**config.mk**
```make
export PLATFORM = sky130hd
export DESIGN_NAME = exu_arbiter
export DESIGN_NICKNAME = d
export VERILOG_FILES = /design/src/rtl/exu_pkg.sv /design/src/rtl/exu_arbiter_rr_arb2.sv /design/src/rtl/exu_arbiter.sv
export SDC_FILE = /design/constraint.sdc
export NUM_CORES = 1
export LEC_CHECK = 0
export ABC_AREA = 1
export CORE_AREA = 2 2 154 156
export CTS_CLUSTER_DIAMETER = 100
export DETAILED_ROUTE_END_ITERATION = 8
export DIE_AREA = 0 0 156 158
export MAX_ROUTING_LAYER = met4
export PLACE_DENSITY_LB_ADDON = 0.2
export SYNTH_ARGS = -nofsm -noshare
export SYNTH_HDL_FRONTEND = slang
export SYNTH_SLANG_ARGS = --single-unit
export TNS_END_PERCENT = 100
```
**constraint.sdc**
```tcl
create_clock -name clk -period 2.1 [get_ports clk]
set_input_delay 0.21 -clock clk [delete_from_list [all_inputs] [get_ports clk]]
set_output_delay 0.21 -clock clk [all_outputs]
set_load 0.02 [all_outputs]
```
**src/rtl/exu_pkg.sv**
```systemverilog
// Shared constants, state encoding and request payload for the EXU arbiter.
package exu_pkg;

    localparam int unsigned XLEN  = 32;
    localparam int unsigned MODEW = 11;

    localparam logic [MODEW-1:0] MODE_IMM  = 11'h001;
    localparam logic [MODEW-1:0] MODE_ADD  = 11'h000;
    localparam logic [MODEW-1:0] MODE_SUB  = 11'h002;
    localparam logic [MODEW-1:0] MODE_UCMP = 11'h004;
    localparam logic [MODEW-1:0] MODE_SCMP = 11'h008;
    localparam logic [MODEW-1:0] MODE_SRL  = 11'h020;
    localparam logic [MODEW-1:0] MODE_XOR  = 11'h080;
    localparam logic [MODEW-1:0] MODE_AND  = 11'h100;

    localparam logic [1:0] IDLE = 2'd0;
    localparam logic [1:0] EXEC = 2'd1;
    localparam logic [1:0] RESP = 2'd2;

    typedef enum logic [1:0] {
        ST_IDLE = IDLE,
        ST_EXEC = EXEC,
        ST_RESP = RESP
    } state_e;

    typedef struct packed {
        logic [XLEN-1:0]  src1;
        logic [XLEN-1:0]  src2;
        logic [XLEN-1:0]  imm;
        logic [MODEW-1:0] mode;
    } exu_req_t;

    // bit 0 is a free operand select, so only the upper bits select the operation
    function automatic logic mode_supported(input logic [MODEW-1:0] mode);
        logic [MODEW-2:0] op;
        op = mode[MODEW-1:1];
        return op inside {MODE_ADD[MODEW-1:1], MODE_SUB[MODEW-1:1], MODE_UCMP[MODEW-1:1],
                          MODE_SCMP[MODEW-1:1], MODE_SRL[MODEW-1:1], MODE_XOR[MODEW-1:1],
                          MODE_AND[MODEW-1:1]};
    endfunction

endpackage

```
**src/rtl/exu_arbiter_rr_arb2.sv**
```systemverilog
// Two-way round-robin grant; a tie goes to the requester not granted last.
module rr_arb2 (
    input  logic       clk,
    input  logic       rst_n,
    input  logic       en_i,
    input  logic [1:0] req_i,
    output logic [1:0] gnt_c_o
);

    logic prio_q, prio_d;

    always_comb begin
        gnt_c_o = 2'b00;
        prio_d  = prio_q;
        if (en_i) begin
            if (req_i[prio_q]) begin
                gnt_c_o[prio_q] = 1'b1;
            end else if (req_i[~prio_q]) begin
                gnt_c_o[~prio_q] = 1'b1;
            end
            // every grant is an accept, so the pointer moves past the winner
            if (|gnt_c_o) begin
                prio_d = ~gnt_c_o[1];
            end
        end
    end

    always_ff @(posedge clk or negedge rst_n) begin
        if (!rst_n) begin
            prio_q <= 1'b0;
        end else begin
            prio_q <= prio_d;
        end
    end

endmodule

```
**src/rtl/exu_arbiter.sv**
```systemverilog
// Shares one combinational EXU between two requesters: accept, execute, respond.
module exu_arbiter
    import exu_pkg::*;
(
    input  logic             clk,
    input  logic             rst_n,
    input  logic             req0_valid,
    output logic             req0_ready,
    input  logic [XLEN-1:0]  req0_src1,
    input  logic [XLEN-1:0]  req0_src2,
    input  logic [XLEN-1:0]  req0_imm,
    input  logic [MODEW-1:0] req0_mode,
    input  logic             req1_valid,
    output logic             req1_ready,
    input  logic [XLEN-1:0]  req1_src1,
    input  logic [XLEN-1:0]  req1_src2,
    input  logic [XLEN-1:0]  req1_imm,
    input  logic [MODEW-1:0] req1_mode,
    output logic [XLEN-1:0]  exu_rdata1,
    output logic [XLEN-1:0]  exu_rdata2,
    output logic [XLEN-1:0]  exu_imm,
    output logic [MODEW-1:0] exu_mode,
    input  logic [XLEN-1:0]  exu_data,
    output logic             rsp_valid,
    input  logic             rsp_ready,
    output logic [XLEN-1:0]  rsp_data,
    output logic             rsp_id,
    output logic             rsp_err
);

    state_e          state_q, state_d;
    exu_req_t        exu_q, exu_d;
    exu_req_t        req0_s, req1_s;
    logic            id_q, id_d;
    logic            err_q, err_d;
    logic            rsp_valid_q, rsp_valid_d;
    logic [XLEN-1:0] rsp_data_q, rsp_data_d;
    logic [1:0]      gnt;

    assign req0_s = '{src1: req0_src1, src2: req0_src2, imm: req0_imm, mode: req0_mode};
    assign req1_s = '{src1: req1_src1, src2: req1_src2, imm: req1_imm, mode: req1_mode};

    rr_arb2 u_rr_arb2 (
        .clk     (clk),
        .rst_n   (rst_n),
        .en_i    (state_q == ST_IDLE),
        .req_i   ({req1_valid, req0_valid}),
        .gnt_c_o (gnt)
    );

    assign req0_ready = gnt[0];
    assign req1_ready = gnt[1];

    always_comb begin
        state_d     = state_q;
        exu_d       = exu_q;
        id_d        = id_q;
        err_d       = err_q;
        rsp_valid_d = rsp_valid_q;
        rsp_data_d  = rsp_data_q;
        unique case (state_q)
            ST_IDLE: begin
                if (|gnt) begin
                    exu_d   = gnt[1] ? req1_s : req0_s;
                    id_d    = gnt[1];
                    err_d   = !mode_supported(exu_d.mode);
                    state_d = ST_EXEC;
                end
            end
            ST_EXEC: begin
                // an unsupported mode still reaches the EXU, but its output is discarded
                rsp_data_d  = err_q ? '0 : exu_data;
                rsp_valid_d = 1'b1;
                state_d     = ST_RESP;
            end
            ST_RESP: begin
                if (rsp_ready) begin
                    rsp_valid_d = 1'b0;
                    exu_d.mode  = '0;
                    state_d     = ST_IDLE;
                end
            end
            default: begin
                state_d = ST_IDLE;
            end
        endcase
    end

    always_ff @(posedge clk or negedge rst_n) begin
        if (!rst_n) begin
            state_q     <= ST_IDLE;
            exu_q       <= '0;
            id_q        <= 1'b0;
            err_q       <= 1'b0;
            rsp_valid_q <= 1'b0;
            rsp_data_q  <= '0;
        end else begin
            state_q     <= state_d;
            exu_q       <= exu_d;
            id_q        <= id_d;
            err_q       <= err_d;
            rsp_valid_q <= rsp_valid_d;
            rsp_data_q  <= rsp_data_d;
        end
    end

    assign exu_rdata1 = exu_q.src1;
    assign exu_rdata2 = exu_q.src2;
    assign exu_imm    = exu_q.imm;
    assign exu_mode   = exu_q.mode;
    assign rsp_valid  = rsp_valid_q;
    assign rsp_data   = rsp_data_q;
    assign rsp_id     = id_q;
    assign rsp_err    = err_q;

endmodule

```
==> impl_metrics.csv <==
group,metric,value,unit
status,status,"finished, final reports clean",
place,gp_congestion,0.7916,
grt,overflow,0,
layout,nFillCells,2159,
drt,m1WireLength,10.79,mm
power,p_leak,5.163,nW
timing,fin_crit_sh,0.9057,
synthesis,synth.avg_cell_area,8.497,sq um
setup_path,critPathBufInv,2,
synthesis,synth_area_leaders,"dfrtp_1 52%, nand2_1 17%, o211ai_1 10%",
grt,antenna_found_initial,4,
drt,vias,6860,
synthesis,synth_edf_count,0,
drt,ant_nets,0,
setup_path,crit_path_end_kind,"primary output",
setup_path,critPathLaunchType,"register",
grt,grt_pass1_vias,6674,
place,placed_area,11220,sq um
timing,clock_skew,0.01118,ns
synthesis,netlist_instances,817,
timing,rsz0062_at_grt,"false",
floorplan,die_w,156,um
grt,grtUsageTotal,0.2069,
setup_path,cp_slowest_cell,"dfrtp_1",
floorplan,start_util,0.3011,
drt,wl,25.45,mm
synthesis,ys_seq_area_frac,0.5227,
layout,drive_gt1_frac,0.05241,
timing,fmax,525.8,MHz
cts,clock_sinks,145,
cts,cts_tree,"built",
power,p_per_area,1488,nW/um^2
floorplan,rows,56,
power,power,0.01766,W
cts,cts_root_buffer,"clkbuf_16",
synthesis,yosysMostFrequentCell,"nand2_1",
setup_path,crit_chain,"nor2_4, nand3_1, inv_2, dlygate4sd2_1",
grt,grt_max_degree,77,
floorplan,die_area,24650,sq um
timing,period_needed,1.902,ns
layout,final_nets,1442,
drt,met2_length,12.31,mm
cts,insertion_delay,0.42,ns
setup_path,critPathMaxStageDelay,0.40,ns
drt,route.top_layer_used,"met4",
synthesis,syn_area,6942,sq um
floorplan,ioPinCount,395,
synthesis,synthesis.nets,1068,
floorplan,core_region_area,23050,sq um
drt,vias_per_cell,4.582,
cts,path_clk_slew,0.07,ns
place,io_buffers,394,
synthesis,ys_warn_count,0,
drt,initialDrtViolationCount,405,
drt,wl_per_cell,17.00,um
drt,met3_length,1.830,mm
timing,relSlewSlack,0.5961,
drt,post-route-drc-count,0,
flow_run,drv_cap,0,
layout,multi_input_area,2970,sq um
power,vdd_drop_max,0.8903,mV
setup_path,cp.arrival,1.69,ns
synthesis,synth_cell_type_count,23,
setup_path,path_max_fanout,4,
setup_path,r2r_slack,0.32,ns
setup_path,required,1.89,ns
layout,syn_to_final_growth,71.03,%
worst_hold_path,hold_class,"input port to asynchronous set/reset pin",
timing,worstMarginPinSlew,0.6059,ns
cts,cts_buffer_depth,2,
synthesis,netlist.area_leader.share,0.5227,
setup_path,crit_family,"buffers and inverters",
synthesis,synthTopCellsByCount,"319 x nand2_1, 145 x dfrtp_1, 96 x o211ai_1",
drt,dr.pass1.iters,4,
synthesis,synth_seq_cells,145,
grt,grt_pass1_wl,37.76,mm
timing,tns,0,ns
timing,holdWs,0.2746,ns
timing,drv_slew,0,
synthesis,yosysTopAreaCell,"dfrtp_1",
cts,cts_buffers,17,
timing,hold_viol_final,0,
synthesis,ys.flop_type,"dfrtp_1",
floorplan,die_y,158,um
cts,cts_setup_buffers,0,
timing,finalSetupViolations,0,
layout,register_area,3628,sq um
cts,htree_levels,4,
place,dpl.hpwl,18.58,mm
synthesis,synth-async-reset-ratio,1.000,
setup_path,critPathKind,"register to primary output",
layout,fin_area,11870,sq um
## kinds of logic after synthesis
group	synth area share
simple gates	0.2913
flops	0.5227
compound gates	0.1363
buf+inv	0.04975
## area by class of cell
class | count | share of cell area
clock inverters | 12 | 0.01739
diodes | 5 | 0.001054
clock buffers | 18 | 0.03615
well taps | 290 | 0.03056
inverters | 19 | 0.006323
multi-input cells | 595 | 0.2502
repair buffers | 413 | 0.3527
flip-flops and latches | 145 | 0.3056
## per-layer routing
metal  track usage  vias up
met2        0.3319      251
met3       0.06324       26
met1        0.2497     3156
li1              -     3427
met5             -        -
met4       0.06859        0
## repair_timing
| item | CTS | global route |
|---|---|---|
| hold buffers | 1 | 0 |
| gates resized for setup | 2 | 0 |
| endpoints found under the setup margin | 2 | 0 |
| endpoints found under the hold margin | 37 | 0 |
## cell usage in the layout, fill, tap and decap left out, types with 2 or more instances in the layout
cell type,n
inv_6,2
nand2_1,318
diode_2,5
o211ai_1,96
clkinv_2,2
o21ai_0,41
buf_12,8
nand3_1,24
dfrtp_1,145
clkdlybuf4s50_1,391
nor2_4,2
bufinv_16,5
nor2_1,9
dlygate4sd2_1,2
buf_4,10
or2_0,42
clkinv_4,3
nand3b_1,4
inv_1,16
clkbuf_16,17
or2_1,46
or2_2,8
## stage by stage
step | cells | worst slack, ns | util
2_1_floorplan | 817 | 0.5956 | -
4_1_cts | 1492 | 0.1560 | 0.5145
5_1_grt | 1496 | 0.03250 | 0.5149
6_report | 1497 | 0.1981 | 0.5150
3_5_place_dp | 1461 | 0.1305 | 0.4866
3_3_place_gp | 1461 | 0.1295 | 0.4866
## sequential cells by signal, indices dropped and copies added, names as in the netlist
signal / flops
rsp_data: 32
exu_mode: 11
rsp_valid: 1
exu_rdata2: 32
rsp_err: 1
exu_imm: 32
state_q: 2
rsp_id: 1
exu_rdata1: 32
u_rr_arb2.prio_q: 1
## worst reg2reg max path: cells and delay by family (launching register included)
kind                   cells  cell delay [ns]
DFF                        1             0.40
buffers and inverters      2             0.25
and+or+nand+nor            9             1.03
## final timing paths
path                                from        endpoint  cells past startpoint
max                           state_q[1]      req0_ready                      4
min                                rst_n  exu_rdata2[29]                      2
max reg2reg                   state_q[1]         rsp_err                     11
min reg2reg                exu_rdata1[1]   exu_rdata1[1]                      2
max in group asynchronous          rst_n     rsp_data[2]                      3
min in group clk            exu_data[25]    rsp_data[25]                      3
## report_power, final
group	internal (W)	switching, W
clock network	0.00211	0.00123
registers	0.00418	0.000756
logic	0.00408	0.00530
total	0.0104	0.00729
Power figures use the tool's default switching activity.
